==> src/rtl/pipe_stage_skid.sv <==
// rtl/pipe_stage_skid.sv - generic valid/ready pipeline stage register with a 2-entry skid buffer.
// Optional stall/bubble statistics counters are enabled by defining PIPE_STAGE_STATS_EN.
module pipe_stage_skid #(
  parameter int DATA_W      = 160,
  parameter bit ZERO_BUBBLE = 1'b1
) (
  input  logic              clk,
  input  logic              reset,
  input  logic              in_valid,
  output logic              in_ready,
  input  logic [DATA_W-1:0] in_data,
  input  logic              in_we,
  input  logic              flush,
  output logic              out_valid,
  input  logic              out_ready,
  output logic [DATA_W-1:0] out_data,
  output logic              out_we,
  output logic [1:0]        occupancy,
  output logic [31:0]       stall_cnt,
  output logic [31:0]       bubble_cnt
);

  logic              main_valid;
  logic              skid_valid;
  logic [DATA_W-1:0] main_data;
  logic [DATA_W-1:0] skid_data;
  logic              main_we;
  logic              skid_we;
  logic              accept;
  logic              drain;

  // in_ready comes straight from a flop, so out_ready never reaches it combinationally
  assign in_ready = !skid_valid;
  assign accept   = in_valid && in_ready;
  assign drain    = main_valid && out_ready;

  always_ff @(posedge clk or negedge reset) begin
    if (!reset) begin
      main_valid <= 1'b0;
      skid_valid <= 1'b0;
      main_data  <= '0;
      skid_data  <= '0;
      main_we    <= 1'b0;
      skid_we    <= 1'b0;
    end else if (flush) begin
      main_valid <= 1'b0;
      skid_valid <= 1'b0;
    end else if (drain) begin
      if (skid_valid) begin
        main_data  <= skid_data;
        main_we    <= skid_we;
        skid_valid <= 1'b0;
        skid_data  <= '0;
        skid_we    <= 1'b0;
      end else if (accept) begin
        main_data <= in_data;
        main_we   <= in_we;
      end else begin
        main_valid <= 1'b0;
      end
    end else if (accept) begin
      if (main_valid) begin
        skid_valid <= 1'b1;
        skid_data  <= in_data;
        skid_we    <= in_we;
      end else begin
        main_valid <= 1'b1;
        main_data  <= in_data;
        main_we    <= in_we;
      end
    end
  end

  assign out_valid = main_valid;
  assign out_we    = main_valid && main_we;
  assign occupancy = {1'b0, main_valid} + {1'b0, skid_valid};

  generate
    if (ZERO_BUBBLE) begin : g_zero_bubble
      assign out_data = main_valid ? main_data : '0;
    end else begin : g_hold_bubble
      assign out_data = main_data;
    end
  endgenerate

`ifdef PIPE_STAGE_STATS_EN
  logic [31:0] stall_q;
  logic [31:0] bubble_q;

  // both counters saturate rather than wrap; only reset clears them
  always_ff @(posedge clk or negedge reset) begin
    if (!reset) begin
      stall_q  <= '0;
      bubble_q <= '0;
    end else begin
      if (main_valid && !out_ready && (stall_q != 32'hFFFF_FFFF))
        stall_q <= stall_q + 32'd1;
      if (!main_valid && !flush && (bubble_q != 32'hFFFF_FFFF))
        bubble_q <= bubble_q + 32'd1;
    end
  end

  assign stall_cnt  = stall_q;
  assign bubble_cnt = bubble_q;
`else
  assign stall_cnt  = '0;
  assign bubble_cnt = '0;
`endif

endmodule

==> config.mk <==
export PLATFORM = sky130hd
export DESIGN_NAME = pipe_stage_skid
export DESIGN_NICKNAME = d
export VERILOG_FILES = /design/src/rtl/pipe_stage_skid.sv
export SDC_FILE = /design/constraint.sdc
export NUM_CORES = 1
export LEC_CHECK = 0
export BUFFER_PORTS_ARGS = -buffer_cell sky130_fd_sc_hd__clkbuf_2
export CORE_UTILIZATION = 50
export CTS_BUF_LIST = sky130_fd_sc_hd__clkbuf_8
export CTS_CLUSTER_DIAMETER = 200
export DETAILED_ROUTE_END_ITERATION = 12
export GPL_TIMING_DRIVEN = 0
export PLACE_DENSITY = 0.78
export SYNTH_ARGS = -nofsm -noshare
export SYNTH_HDL_FRONTEND = slang
export SYNTH_SLANG_ARGS = --single-unit
export TNS_END_PERCENT = 50
==> constraint.sdc <==
create_clock -name clk -period 1.9 [get_ports clk]
set_input_delay 0.095 -clock clk [delete_from_list [all_inputs] [get_ports clk]]
set_output_delay 0.095 -clock clk [all_outputs]
set_load 0.05 [all_outputs]
; ---- Yosys cells after proc, flatten, opt, wreduce, memory -nomap -nowiden
; Cells that the tools add are included.
[totals]
register_bits = 324
in_bits = 166
wordCells = 53
[classes]
n_addsub = 1
eq_ne = 4
mux = 28
bitwise_logic = 1
reduce_logical = 13
[ops]
columns = cell, n
row1 = 160-bit 2-to-1 mux, 10
row2 = 1-bit 2-to-1 mux, 18
row3 = 4-bit AND reduction, 2
row4 = 3-bit inequality test (second input constant), 2
row5 = 2-bit nonzero test, 3
row6 = 3-bit nonzero test, 2
row7 = 1-bit logical AND, 3
row8 = 3-bit AND reduction, 1
row9 = 1-bit by 1-bit adder with 2-bit output, 1
row10 = 2-bit by 1-bit inequality test with 1-bit output (second input constant), 1
row11 = 2-bit inequality test (second input constant), 1
row12 = 2-bit AND reduction, 1
row13 = 1-bit logical NOT, 1
row14 = 1-bit inverter, 1

; ---- Depth between registers and ports, before layout
; Gate-level depths: netlist of run 1.
[depth]
word_depth = 6
depth_mapped = 7
depth_no_buf = 3

; ---- Worst setup path before layout of run 1
; Ideal clock, no wire load.
[synth_timing]
path_type = register to register
from = register main_valid, in the netlist out_valid
to = register main_data[100]
setup_ns = 0.125
arrival_time_ns = 2.084
t_required_ns = 1.775
setup_slack_ns = -0.309
stages_incl_launch_ff = 7
period_less_slack_ns = 2.209
cell_sequence = dfrtp_1 clkbuf_1 nand2_1 a211oi_2 buf_4 buf_4 mux2_2
[synth_via]
elab_chain_len = 3
word_cells_on_any_way = 5
cone_classes = eq/ne: 1 / mux: 1 / reduce/logical: 3
[synth_rtl]
columns = element, line_no
row1 = from (decl), 23  ; logic main_valid;
row2 = from (signal assigned), 39  ; main_valid <= 1'b0;
row3 = from (signal assigned), 46  ; main_valid <= 1'b0;
row4 = from (signal assigned), 59  ; main_valid <= 1'b0;
row5 = 1-bit logical AND, 35  ; assign drain = main_valid && out_ready;
row6 = 2-bit by 1-bit inequality test with 1-bit output (no line) or 2-bit nonzero test (tied branches), --
row7 = 4-bit AND reduction (no line), --
row8 = to (signal assigned), 50  ; main_data <= skid_data;
row9 = to (signal assigned), 56  ; main_data <= in_data;
row10 = to (signal assigned), 68  ; main_data <= in_data;
row11 = to (decl), 25  ; logic [DATA_W-1:0] main_data;
; Parallel ways exist; a longest one is shown, timed or not.
; A chain may end at the register's enable or synchronous reset.

; ---- Final worst setup path of run 1
[layout_timing]
from = register main_valid, in the netlist out_valid
to = register main_data[61]
; Same word-level chain as after synthesis.

==> results of run 1 <==
==> report_power, final <==
group	internal [mW]	switching, mW
logic	3.91	4.11
registers	8.87	1.33
clock network	3.62	3.01
total	16.4	8.44
==> synthesized netlist by cell type (all sizes together) <==
cell / number / area [um2]
a211oi: 2 / 20.02
a21oi: 3 / 15.01
and2: 161 / 1007
buf: 109 / 808.3
clkbuf: 44 / 165.2
conb: 1 / 3.750
dfrtp: 324 / 8108
ha: 1 / 12.51
inv: 163 / 611.8
mux2: 322 / 3626
mux2i: 161 / 1612
nand2: 164 / 615.6
nand2b: 1 / 6.260
nand3: 1 / 5.000
nor2: 1 / 3.750
o21ai: 1 / 5.000
or2: 1 / 6.260
or3b: 1 / 8.760
==> routing by layer <==
layer | vias up | wire length, um
met3 | 231 | 4076
met4 | 0 | 3343
met5 | - | 0
met2 | 713 | 30180
li1 | 5936 | -
met1 | 6928 | 21770
==> worst min path at each step <==
| stage | startpoint | to | slack (ns) | cells past startpoint |
|---|---|---|---|---|
| final | reset | main_data[15] | 0.07 | 2 |
| after global routing | reset | skid_data[15] | 0.09 | 2 |
| after floorplan | reset | main_data[0] | -0.20 | 0 |
| after detailed placement | reset | main_data[9] | 0.11 | 1 |
| after CTS | reset | main_data[9] | 0.06 | 2 |
| after global placement | in_data[123] | skid_data[123] | 0.33 | 3 |
==> metrics by stage <==
step / power (mW) / hold slack, ns / instances
after CTS: 23.27 / 0.05663 / 2574
after global placement: 15.08 / 0.3289 / 2296
after global routing: 25.79 / 0.08965 / 2602
final: 24.85 / 0.06542 / 2603
after floorplan: 13.83 / -0.2006 / 1524
after detailed placement: 15.41 / 0.1135 / 2299
==> what timing repair did <==
item	CTS	global route
resized for setup	531	344
hold buffers	166	0
pin swaps	2	3
hold endpoints to repair	452	0
buffers inserted	6	5
gates cloned	12	19
setup endpoints to repair	483	481
==> worst max-delay path, delay by kind of cell, from the launching register on <==
| family | cells | cell delay, ns |
|---|---|---|
| buffers and inverters | 4 | 0.66 |
| DFF | 1 | 0.42 |
| muxes | 1 | 0.37 |
| and+or+nand+nor | 1 | 0.25 |
| AOI/OAI and AO/OA | 1 | 0.24 |
==> state kept, by name, summed over array words and instances (netlist names) <==
register	count
skid_we	1
out_valid	1
skid_data	160
main_data	160
skid_valid	1
main_we	1
==> cell type report <==
cell class,instances,area [um2]
Tap cell,442,553.0
Clock inverter,19,133.9
Inverter,163,611.8
Multi-Input combinational cell,884,7905
Timing Repair Buffer,541,6043
Clock buffer,72,991.0
Buffer,153,1722
Antenna cell,5,12.51
Sequential cell,324,8109
Fill cell,1603,6538
==> logic make-up (layout without fill, tap and decap cells) <==
logic type / Yosys count / in the layout
and+or+nand+nor: 330 / 330
DFF: 324 / 324
AOI/OAI and AO/OA: 6 / 6
adders and majority gates: 1 / 1
muxes: 483 / 483
other: 1 / 69
buffers and inverters: 316 / 948
==> summary.txt, run 1 <==
Most common cell after layout, fill and taps aside = dfrtp_1
Max stage delay on crit path = 0.42 ns
Clock Latency Late Sink = 0.58 ns
Compound-cell area share of the yosys netlist = 0.002406
Reg2Reg Setup Slack = -0.17 ns
Final core occ = 0.7996
Main combinational cell family by area after synthesis = multiplexers
Initial antenna violation count = 4
Final setup margin = -0.1737 ns
Outcome = complete, but fails checks
Drt drc = 0
Leak = 12.69 nW
CTS buffer count = 54
Routed WL = 59.38 mm
Synth Area in Simple Gates = 0.09933
Final Cycle Share = 1.091
Fraction of layout cells with a size suffix above 1 = 0.4968
Pre-Repair DR Iteration Count = 4
Failing checks = negative setup slack
Layout Area Growth over Synthesis = 56.74%
Met2 usage = 0.5399
Max Freq = 482.2 MHz
Most used cell, CP = clkbuf_16
CP Data Arrival Time = 2.53 ns
Global-route wire length before repair = 81.19 mm
Hpwl dp = 28.35 mm
Clock transition at path regs = 0.07 ns
GPL Wtd Cong = 0.7846
Clk buf depth = 3
Unrepaired setup endpoints after global routing = true
Post-synthesis sequential area ratio = 0.4873
CP Capture Type = register
Core ar. = 32620 um2
Full die area = 34010 um2
Htree depth = 2
Worst-path fanout max = 10
Vias/cell = 5.305
Peak VDD IR = 0.0007720 V
FF-to-FF path depth = 7
Slew Limit Headroom = 0.6119
Syn_area_per_cell = 11.39 um2
GRT met1 Usage = 0.3495
CP Cell Sequence = clkbuf_16, or2_4, a211oi_4, buf_6, clkbuf_16, buf_12, mux2_2
Routed via count = 13810
Worst Skew = 0.01732 ns
Final setup viols = 421
Synth Area in Adders = 0.0007519
Synth Instances = 1461
#FFs+latches synth = 324
Grt ovf = 0
Synth Warn # = 0
Die Y = 184.4 um
Busiest grt layer = met2
XOR/XNOR Fraction of Synth Area = 0
# IOs = 395
Synth unique cells = 21
CTS tree = done
Critical path startpoint category = register
WP data required = 2.36 ns
Clock sink count = 324
Detailed Route Iter0 Violations = 820
Power Density = 952.6 nW/um2
Max cap viols = 0
Post-DRT Antenna Nets = 0
Critical Path Source = out_valid
Post-DP Area = 19230 um2
Port Buffer Count = 330
Most frequent cells in the layout = 323 x dfrtp_1, 250 x mux2_2, 183 x clkbuf_2
Worst hold-check path type = in2async
Drt wl/cell = 22.81 um
Post-route cell area = 26080 um2
Slowest CP cell = dfrtp_2
Setup WS pre-CTS = -0.6894 ns
Path type of the worst setup path = reg2reg
Root Driver = clkbuf_8
RR Startpoint = out_valid
Largest net degree at the start of global routing = 105
Max-slew violation count = 0
Number of global-route vias before repair = 14820
# rows = 66
Slew @ Worst Pin = 0.5822 ns
Die W = 184.4 um
Fin Setup TNS = -26.58 ns
Multiplexer share of the synthesized area = 0.3148
Setup crit end = main_data[61]
Clock period minus worst slack = 2.074 ns
Met3 GRT Util = 0.07469
Post-Syn Area = 16640 um2
Nets = 2288
Final hold vios = 0
Initial Utilization = 0.5101
Reg2reg end = main_data[61]
Tot GR Track Use = 0.3092
Power figures use the tool's default switching activity.
==> run 2: changes to the inputs <==
Settings changed: REMOVE_ABC_BUFFERS set to 1.
==> summary.txt, run 2 (synthesized netlist as in run 1, its figures left out) <==
Tot GR Track Use = 0.3111
Final Cycle Share = 1.152
Final setup viols = 459
CTS tree = done
Detailed Route Iter0 Violations = 768
Slowest CP cell = dfrtp_4
Vias/cell = 5.426
WP data required = 2.35 ns
Comb pwr share = 0.309
Core ar. = 32620 um2
Fraction of layout cells with a size suffix above 1 = 0.4322
Reg power frac = 0.427
CP Capture Type = register
Worst-path fanout max = 9
Power Internal = 15.47 mW
Die Y = 184.4 um
Failing checks = negative setup slack
Layout Area Growth over Synthesis = 50.11%
Switching pwr = 8.227 mW
WP buf/inv = 4
CTS buffer count = 54
Unrepaired setup endpoints after global routing = true
Max cap viols = 0
Clock sink count = 324
Sw Ratio = 0.3472
Critical Path Stages = 7
Initial Utilization = 0.5101
Number of global-route vias before repair = 14520
Most common cell after layout, fill and taps aside = dfrtp_1
Clock share of power = 0.263
Reg2Reg Setup Slack = -0.29 ns
Port Buffer Count = 330
Root Driver = clkbuf_8
Clock transition at path regs = 0.07 ns
Clock period minus worst slack = 2.189 ns
Slew @ Worst Pin = 0.5628 ns
Critical path's top delay family = buffers and inverters
Worst hold-check path type = in2async
Critical path startpoint category = register
Hpwl dp = 25.46 mm
FF-to-FF path depth = 7
Pre-Repair DR Iteration Count = 5
Full die area = 34010 um2
Reg2reg end = main_data[63]
Final setup margin = -0.2888 ns
Path type of the worst setup path = reg2reg
Post-DRT Antenna Nets = 0
Routed via count = 13910
Fin Setup TNS = -67.23 ns
Htree depth = 2
# rows = 66
Setup WS pre-CTS = -1.781 ns
Peak VDD IR = 0.0008012 V
Non-Filler Instances = 2563
DP Cell Count = 2172
Nets = 2246
Max-slew violation count = 0
Grt ovf = 0
GPL Wtd Cong = 0.7510
Drt wl/cell = 23.42 um
Drt drc = 0
Global-route wire length before repair = 80.79 mm
Biggest regs = main_data x160, skid_data x160
Most frequent cells in the layout = 322 x dfrtp_1, 243 x mux2_2, 200 x clkbuf_2
CP Data Arrival Time = 2.64 ns
Outcome = complete, but fails checks
Final hold vios = 0
Largest net degree at the start of global routing = 110
Power Density = 948.5 nW/um2
Max stage delay on crit path = 0.52 ns
Max Freq = 456.9 MHz
Final core occ = 0.7657
Die W = 184.4 um
Leak = 12.31 nW
Worst Skew = 0.02710 ns
Clock Latency Late Sink = 0.58 ns
RR Startpoint = out_valid
Clk buf depth = 3
CP Cell Sequence = or2_4, a211oi_4, buf_6, buf_12, buf_12, buf_6, mux2_2
Initial antenna violation count = 5
Slew Limit Headroom = 0.6248
# IOs = 395
Routed WL = 60.03 mm
run 2: cell count changes in the layout (fill, tap and decap cells not counted), sizes merged, moves of 2 or more:
cell | previous run | this run
clkinv | 5 | 3
nand2 | 164 | 166
bufbuf | 0 | 11
buf | 213 | 197
clkbuf | 387 | 346
inv | 174 | 184
bufinv | 2 | 0
run 2: metal layers:
metal  track usage  part of all wire  wire length (um)  vias to the layer above
met5             0                 0                 0                        -
met4        0.1610             0.065              3880                        0
met3       0.06619             0.081              4874                      289
met2        0.5318              0.48             29100                      826
met1        0.3680              0.37             22170                     6929
li1              -                 -                 -                     5864
run 2: power by group through the flow:
| stage | combinational, mW | clock [mW] | sequential, mW |
|---|---|---|---|
| 2_1_floorplan | 4.25 | 0 | 9.67 |
| 3_3_place_gp | 5.53 | 0 | 9.93 |
| 3_5_place_dp | 5.36 | 0 | 9.95 |
| 4_1_cts | 6.36 | 6.19 | 9.83 |
| 5_1_grt | 7.72 | 6.64 | 10.3 |
| 6_report | 7.33 | 6.24 | 10.1 |
run 2: cell type report:
type / count / area [um2]
diodes: 4 / 10.01
clock buffers: 70 / 963.4
clock inverters: 24 / 93.84
fillers: 1752 / 7641
inverters: 163 / 611.8
multi-input cells: 887 / 7642
flip-flops and latches: 324 / 8113
well taps: 442 / 553.0
repair buffers: 649 / 6990
run 2: per-stage QoR:
| stage | power [mW] | hold slack, ns | cell area (um2) |
|---|---|---|---|
| after floorplan | 13.92 | -0.2006 | 15900 |
| after global placement | 15.46 | 0.3139 | 18110 |
| after detailed placement | 15.31 | 0.08764 | 18800 |
| after CTS | 22.38 | 0.01202 | 23740 |
| after global routing | 24.64 | 0.08002 | 24980 |
| final | 23.69 | 0.06026 | 24980 |
run 2: worst max-delay path by stage:
stage                     startpoint              to  slack, ns
final                      out_valid   main_data[63]      -0.29
after global routing       out_valid   main_data[63]      -0.30
after CTS                  out_valid     out_data[9]      -0.25
after detailed placement   out_valid  main_data[138]      -1.78
after global placement     out_valid   main_data[63]     -24.00
after floorplan            out_valid    skid_data[0]     -12.46
run 2: what timing repair did:
item / in CTS / in global routing
setup endpoints to repair: 483 / 449
pin swaps: 4 / 2
cloned: 29 / 12
hold endpoints to repair: 539 / 0
resized for setup: 220 / 322
hold buffers: 165 / 0
buffers inserted: 51 / 39
